**src/rtl/imem_loader.sv**
```systemverilog
// imem_loader: program loader on the writer side of the instruction-memory
// fetch path. Accepts a byte stream over valid/ready, packs big-endian 32-bit
// words and writes them to consecutive word indices starting at BASE_ADDR,
// holding the CPU in reset while the load is in progress.
// Optional build macro LOADER_CHECKSUM_EN adds a running 32-bit sum of the
// words written in the current load on output checksum.
module imem_loader #(
    parameter int unsigned  DEPTH     = 4096,
    parameter int unsigned  IDX_W     = 12,
    parameter logic [31:0]  BASE_ADDR = 32'h00003000
) (
    input  logic             clk,
    input  logic             reset,
    input  logic             start,
    input  logic [7:0]       in_data,
    input  logic             in_valid,
    input  logic             in_last,
    output logic             in_ready,
    output logic             wr_en,
    output logic [IDX_W-1:0] wr_index,
    output logic [31:0]      wr_addr,
    output logic [31:0]      wr_data,
    output logic             cpu_hold,
    output logic             done,
    output logic             full,
    output logic             partial,
`ifdef LOADER_CHECKSUM_EN
    output logic [31:0]      checksum,
`endif
    output logic [IDX_W:0]   words_loaded
);

    typedef enum logic [1:0] {IDLE, RECV, WRITE, DONE} state_t;

    localparam logic [IDX_W-1:0] LAST_IDX = IDX_W'(DEPTH - 1);

    state_t           state, state_nxt;
    logic [2:0]       byte_cnt;
    logic [IDX_W-1:0] word_idx;
    // Only the three most recent bytes are kept; the fourth comes straight
    // from in_data when the word is assembled.
    logic [23:0]      shift;
    logic             last_seen;
    logic             fire;
    logic [31:0]      word_nxt;
    logic             in_ready_d, wr_en_d, cpu_hold_d, done_d;

    assign fire    = in_valid && in_ready;
    assign wr_addr = BASE_ADDR + (32'(wr_index) << 2);

    // State register.
    always_ff @(posedge clk or negedge reset) begin
        if (!reset) begin
            state <= IDLE;
        end else begin
            state <= state_nxt;
        end
    end

    // Next state, next-cycle output strobes and the zero-padded word image.
    always_comb begin
        state_nxt  = state;
        word_nxt   = '0;
        in_ready_d = 1'b0;
        wr_en_d    = 1'b0;
        cpu_hold_d = 1'b0;
        done_d     = 1'b0;

        case (byte_cnt)
            3'd0:    word_nxt = {in_data, 24'h000000};
            3'd1:    word_nxt = {shift[7:0], in_data, 16'h0000};
            3'd2:    word_nxt = {shift[15:0], in_data, 8'h00};
            default: word_nxt = {shift[23:0], in_data};
        endcase

        case (state)
            IDLE, DONE: begin
                if (start) state_nxt = RECV;
            end
            RECV: begin
                if (fire && (byte_cnt == 3'd3 || in_last)) state_nxt = WRITE;
            end
            WRITE: begin
                if (last_seen || word_idx == LAST_IDX) state_nxt = DONE;
                else                                    state_nxt = RECV;
            end
            default: state_nxt = IDLE;
        endcase

        in_ready_d = (state_nxt == RECV);
        wr_en_d    = (state_nxt == WRITE);
        cpu_hold_d = (state_nxt == RECV) || (state_nxt == WRITE);
        done_d     = (state_nxt == DONE);
    end

    // Datapath, counters and registered outputs.
    always_ff @(posedge clk or negedge reset) begin
        if (!reset) begin
            in_ready     <= 1'b0;
            wr_en        <= 1'b0;
            wr_index     <= '0;
            wr_data      <= '0;
            cpu_hold     <= 1'b0;
            done         <= 1'b0;
            full         <= 1'b0;
            partial      <= 1'b0;
            words_loaded <= '0;
            byte_cnt     <= '0;
            word_idx     <= '0;
            shift        <= '0;
            last_seen    <= 1'b0;
`ifdef LOADER_CHECKSUM_EN
            checksum     <= '0;
`endif
        end else begin
            in_ready <= in_ready_d;
            wr_en    <= wr_en_d;
            cpu_hold <= cpu_hold_d;
            done     <= done_d;
            case (state)
                IDLE, DONE: begin
                    if (start) begin
                        byte_cnt     <= '0;
                        word_idx     <= '0;
                        shift        <= '0;
                        last_seen    <= 1'b0;
                        words_loaded <= '0;
                        full         <= 1'b0;
                        partial      <= 1'b0;
`ifdef LOADER_CHECKSUM_EN
                        checksum     <= '0;
`endif
                    end
                end
                RECV: begin
                    if (fire) begin
                        shift    <= {shift[15:0], in_data};
                        byte_cnt <= byte_cnt + 3'd1;
                        if (in_last) begin
                            last_seen <= 1'b1;
                            if (byte_cnt != 3'd3) partial <= 1'b1;
                        end
                        if (byte_cnt == 3'd3 || in_last) begin
                            wr_index <= word_idx;
                            wr_data  <= word_nxt;
                        end
                    end
                end
                WRITE: begin
                    byte_cnt     <= '0;
                    words_loaded <= words_loaded + (IDX_W+1)'(1);
                    if (word_idx != LAST_IDX) word_idx <= word_idx + IDX_W'(1);
                    if (!last_seen && word_idx == LAST_IDX) full <= 1'b1;
`ifdef LOADER_CHECKSUM_EN
                    checksum     <= checksum + wr_data;
`endif
                end
                default: ;
            endcase
        end
    end

endmodule

```
**config.mk**
```make
export PLATFORM = sky130hd
export DESIGN_NAME = imem_loader
export DESIGN_NICKNAME = d
export VERILOG_FILES = /design/src/rtl/imem_loader.sv
export SDC_FILE = /design/constraint.sdc
export NUM_CORES = 1
export LEC_CHECK = 0
export CAP_MARGIN = 40
export CORE_ASPECT_RATIO = 0.5
export CORE_MARGIN = 4
export CORE_UTILIZATION = 51
export DETAILED_ROUTE_END_ITERATION = 6
export GPL_ROUTABILITY_DRIVEN = 1
export GPL_TIMING_DRIVEN = 0
export MAX_ROUTING_LAYER = met4
export PLACE_DENSITY_LB_ADDON = 0.1
export SKIP_CTS_REPAIR_TIMING = 1
export SYNTH_ARGS = -nofsm -noshare
export SYNTH_HDL_FRONTEND = slang
export SYNTH_SLANG_ARGS = --single-unit
```
**constraint.sdc**
```tcl
create_clock -name clk -period 2.6 [get_ports clk]
set_input_delay 0.65 -clock clk [delete_from_list [all_inputs] [get_ports clk]]
set_output_delay 0.65 -clock clk [all_outputs]
set_load 0.02 [all_outputs]
```
Word level (Yosys, flattened, before mapping). Cells that the tools add are included.

Muxes and demuxes: 26. Reductions and logical operators: 20. Eq/ne operators: 18. $add $sub $neg: 4.

Operators with widths (count): one-hot mux 32 bit (3 select lines) (1); 2-to-1 mux 24 bit (2); one-hot mux 24 bit (2 select lines) (1); one-hot mux 13 bit (2 select lines) (1); 2-to-1 mux 12 bit (2); one-hot mux 12 bit (2 select lines) (1); adder 14 x 14 -> 15 bit (first input constant) (1); adder 13 x 1 -> 13 bit (second input constant) (1); 2-to-1 mux 13 bit (1); adder 12 x 1 -> 12 bit (second input constant) (1); equality test 12 bit (second input constant) (1); inequality test 12 bit (second input constant) (1); inequality test 2 bit (second input constant) (6); AND reduction 3 bit (4); one-hot mux 3 bit (3 select lines) (1); equality test 2 bit (second input constant) (4); 2-to-1 mux 1 bit (7); equality test 3 x 2 -> 1 bit (second input constant) (2); 2-to-1 mux 2 bit (3); 2-to-1 mux 3 bit (2); one-hot mux 1 bit (2 select lines) (3); one-hot mux 2 bit (3 select lines) (1); AND reduction 5 bit (1); equality test 2 x 1 -> 1 bit (second input constant) (2); other kinds (12) (18).

Input bits: 13. Output and inout port bits: 95. Logic and storage cells: 82. Bits in registers: 105.

Logic depth before layout (Yosys ltp). Gate-level depths: netlist (run 1).

Depth after elaboration: 7. Depth in mapped cells: 9. Mapped depth without buffers: 8.

Worst setup path before layout (run 1). OpenSTA, ideal clock, no wires.

Kind: register to register. Start point: register state[0]. End point: register cpu_hold. Required time: 2.537 ns. Setup time: 0.063 ns. Stages on the path, launching flop included: 8. Arrival time: 1.833 ns. Buffers on the path: 0. Slack: 0.704 ns. Clock period less this slack: 1.896 ns. Path through: dfrtp_1 inv_1 ha_1 nand4_4 or4_4 a32oi_1 ha_1 inv_1.

Word-level cells in the longest chain between the ends: 5. Elaborated cells on any way between the ends: 11. Those cells by class: eq/ne (5); mux (3); reduce/logical (3).

RTL lines: start: declaration (line 37) `state_t state, state_nxt;`; start signal: assignment (line 56) `state <= state_nxt;`; equality test 2 bit / logical NOT 2 bit (equally long branches) (line 76) `case (state)`; OR reduction 2 bit (line 76); one-hot mux 2 bit (3 select lines) * (line 76); equality test 2 x 1 -> 1 bit / equality test 2 bit (equally long branches) (line 92) `cpu_hold_d = (state_nxt == RECV) || (state_nxt == WRITE);`; logical OR 1 bit * (line 92); via cpu_hold_d (line 46) `logic in_ready_d, wr_en_d, cpu_hold_d, done_d;`; end signal: assignment (line 118) `cpu_hold <= cpu_hold_d;`; end: declaration (line 23) `output logic cpu_hold,`.

Mark *: on every way through the listed nets, which the timed path passes. The rest lies on a longest branch. A chain may end at the register's enable or synchronous reset.

Worst setup path after layout (run 1).
Start point: register wr_index[10]. End point: output wr_addr[13].

Word-level cells in the longest chain between the ends: 1.

RTL lines: start: declaration (line 20) `output logic [IDX_W-1:0] wr_index,`; start signal: assignment (line 144) `wr_index <= word_idx;`; adder 14 x 14 -> 15 bit (line 49) `assign wr_addr = BASE_ADDR + (32'(wr_index) << 2);`; end: declaration (line 21) `output logic [31:0] wr_addr,`.

Every way passes these cells.

==> results of run 1 <==
[state kept, by name, indices dropped and copies added, names as in the netlist, 2 cells and up]
name          flops
state             2
words_loaded     13
word_idx         12
shift            24
wr_index         12
wr_data          32
byte_cnt          3
[worst reg2reg max path: stages (launching register included)]
cell and delay, ps:
dfrtp_1 380, inv_1 100, ha_1 230, o31ai_2 560
clkbuf_1 460, a222oi_1 180, o21ai_0 220
[layout make-up]
class                   instances  area share (%)
flip-flops and latches        105            40.4
clock inverters                 7            1.59
clock buffers                   9            3.46
well taps                     135            2.59
multi-input cells             302            31.7
inverters                      16           0.922
repair buffers                 88            13.8
plain buffers                  61            5.63
[cell usage in the layout, fill, tap and decap left out, types with 4 or more instances in the layout]
| cell type | instances |
|---|---|
| o31ai_1 | 4 |
| a222oi_1 | 8 |
| clkdlybuf4s50_1 | 86 |
| inv_1 | 16 |
| clkbuf_1 | 16 |
| nor2b_1 | 5 |
| clkbuf_16 | 9 |
| a21oi_1 | 14 |
| nand2_1 | 38 |
| mux2_2 | 11 |
| buf_2 | 11 |
| o21ai_0 | 38 |
| buf_4 | 34 |
| xor2_1 | 8 |
| and2_1 | 4 |
| conb_1 | 19 |
| nor2_1 | 16 |
| a22oi_1 | 9 |
| ha_1 | 13 |
| clkinv_4 | 4 |
| or4_1 | 4 |
| dfrtp_1 | 105 |
| nand4_1 | 8 |
| nand3_1 | 10 |
| a221oi_1 | 9 |
| a22o_1 | 40 |
| or3_1 | 7 |
[routing by layer]
layer / part of all wire [%] / up-vias / track usage (%)
met3: 6.7 / 14 / 5.71
met2: 45 / 137 / 32.7
met5: 0 / - / -
met1: 47 / 1923 / 29.6
met4: 1.1 / 0 / 5.53
li1: - / 1904 / -
[power breakdown]
group,switching [mW],internal (mW)
combinational,1.75,1.30
sequential,0.368,2.10
clock,0.622,0.854
[through the flow]
stage                     hold slack (ps)  TNS [ps]  area, sq um  worst slack (ps)
after global routing                  311         0         6510               150
after global placement                464   -323310         6160             -3090
after CTS                             284         0         6510               220
after detailed placement              470         0         6180               130
final                                 269         0         6510               244
after floorplan                       354         0         5120               704
[logic make-up after synthesis]
family	share of synthesized area [%]
xor+xnor	1.56
fa+ha+maj	3.22
other cells	0.0743
compound gates	19.9
mux	3.34
simple gates	11.4
flops	52.0
buf+inv	8.45
[final timing paths]
kind	end
worst min-delay path	wr_index[5]
min in group clk	wr_data[12]
worst min register to register	wr_data[12]
max in group asynchronous	wr_data[26]
worst max-delay path	wr_addr[13]
worst max register to register	wr_data[22]
==> impl_results.md, run 1 <==
* Run status: completed
* Multi-input logic area at 2060 sq um
* Clk_skew at 5.01 ps
* Cell leakage power at 2.93 nW
* Via count at 3978
* Worst-Skew Late Latency at 350 ps
* Mapped Cells at 466
* Synth cell count leaders: 105 x dfrtp_1, 40 x a22o_1, 38 x nand2_1, 38 x o21ai_0, 33 x buf_4
* Post-synth EDFFs at 0
* GRT Total Usage at 21.7%
* Core box area at 9540 sq um
* Period utilisation layout at 90.6%
* Root buffer cell: clkbuf_16
* Pwr Total at 7.00 mW
* WP depth at 4
* Initial Utilization at 52.9%
* CTS sink count at 105
* Endpoints failing hold at 0
* Max_cap viols at 0
* DRT Wirelength at 11600 um
* Die Width at 149 um
* Drt first-iter violations at 290
* Fraction of registers with async set/reset at 100%
* Fmax at 424 MHz
* I/O Buffers at 87
* Final Util at 68.2%
* Vias in the first global route at 3818
* Reg2reg path depth at 6
* Final net count at 609
* Worst setup SP type: flop
* Clock-pin slew on the worst setup and hold paths at 70 ps
* Critical path's most frequent cell: inv_1
* Data required, critical path at 1950 ps
* Crit. End Element: primary output
* CP Buf/Inv Count at 3
* Dpl cells at 707
* Slowest cell on the critical path: clkdlybuf4s50_1
* Clock tree buffer depth at 2
* FF-to-FF setup slack at 410 ps
* Std cell rows at 25
* Arr. time, crit path at 1710 ps
* Area Growth Syn to Fin at 28.9%
* Filler Cells Inserted at 744
* FF+latch count, synth at 105
* N_diodes at 0
* Wire length per cell at 16.1 um
* Post-DP HPWL at 8170 um
* DRC viols at 0
* Max VDD drop at 0.475 mV
* ANT nets after route at 0
* # setup viols final at 0
* Yosys top cell area share at 52.0%
* First-pass detailed-route iteration total at 5
* Grt ovf at 0
* Synth warnings at 0
* Cell area power density at 1070 nW/um^2
* CTS tree: yes
* Crit-path max FO at 3
* Final std cells w/o fill at 723
* Dominant synthesized flop cell: dfrtp_1
* Hold Crit Class: input pin to async pin
* Pin count of the biggest net entering global routing at 69
* Cell taking the most area after synthesis: dfrtp_1
* Worst r2r src: byte_cnt[0]
* Largest stage delay, worst path at 590 ps
* Period minus WS final at 2360 ps
* CTS H-tree lvls at 3
* DR vias/cell at 5.50
* Chip height at 78.4 um
* RePlAce Congestion at 0.849
* Initial antenna violation count at 0
* Slew Limit Headroom at 58.4%
* Die area at 11700 sq um
* First-pass GRT wire length at 19500 um
* Most frequent cell after synthesis: dfrtp_1
* IO Pins at 108
* Register area share after synthesis at 52.0%
* CP cell instances: inv_1, ha_1, inv_1, clkdlybuf4s50_1
* Layout cells sized above 1 at 14.3%
* Final slew viol count at 0
* Post-Syn Area at 5050 sq um
* Distinct cells, synth at 54
* Worst-Margin Slew at 620 ps
* Delay-heaviest family, CP: buffers and inverters
* CTS buffer count at 9
* Synth Area per Inst at 10.8 sq um
* Top area cells in the synthesized netlist: dfrtp_1 52%, a22o_1 6.9%, buf_4 4.9%, o21ai_0 3.8%, ha_1 3.2%
* Critical path class: flop to primary output
* RSZ-0062 raised after global routing: no
* Crit path from: wr_index[10]
* Seq. cell area at 2630 sq um
Note: power is estimated with default switching activity, not from simulation.
==> run 2: changes to the inputs <==
- SKIP_CTS_REPAIR_TIMING: 1 -> unset
==> results of run 2 <==
No change in the layout: final DEF, timing and power equal those of run 1.
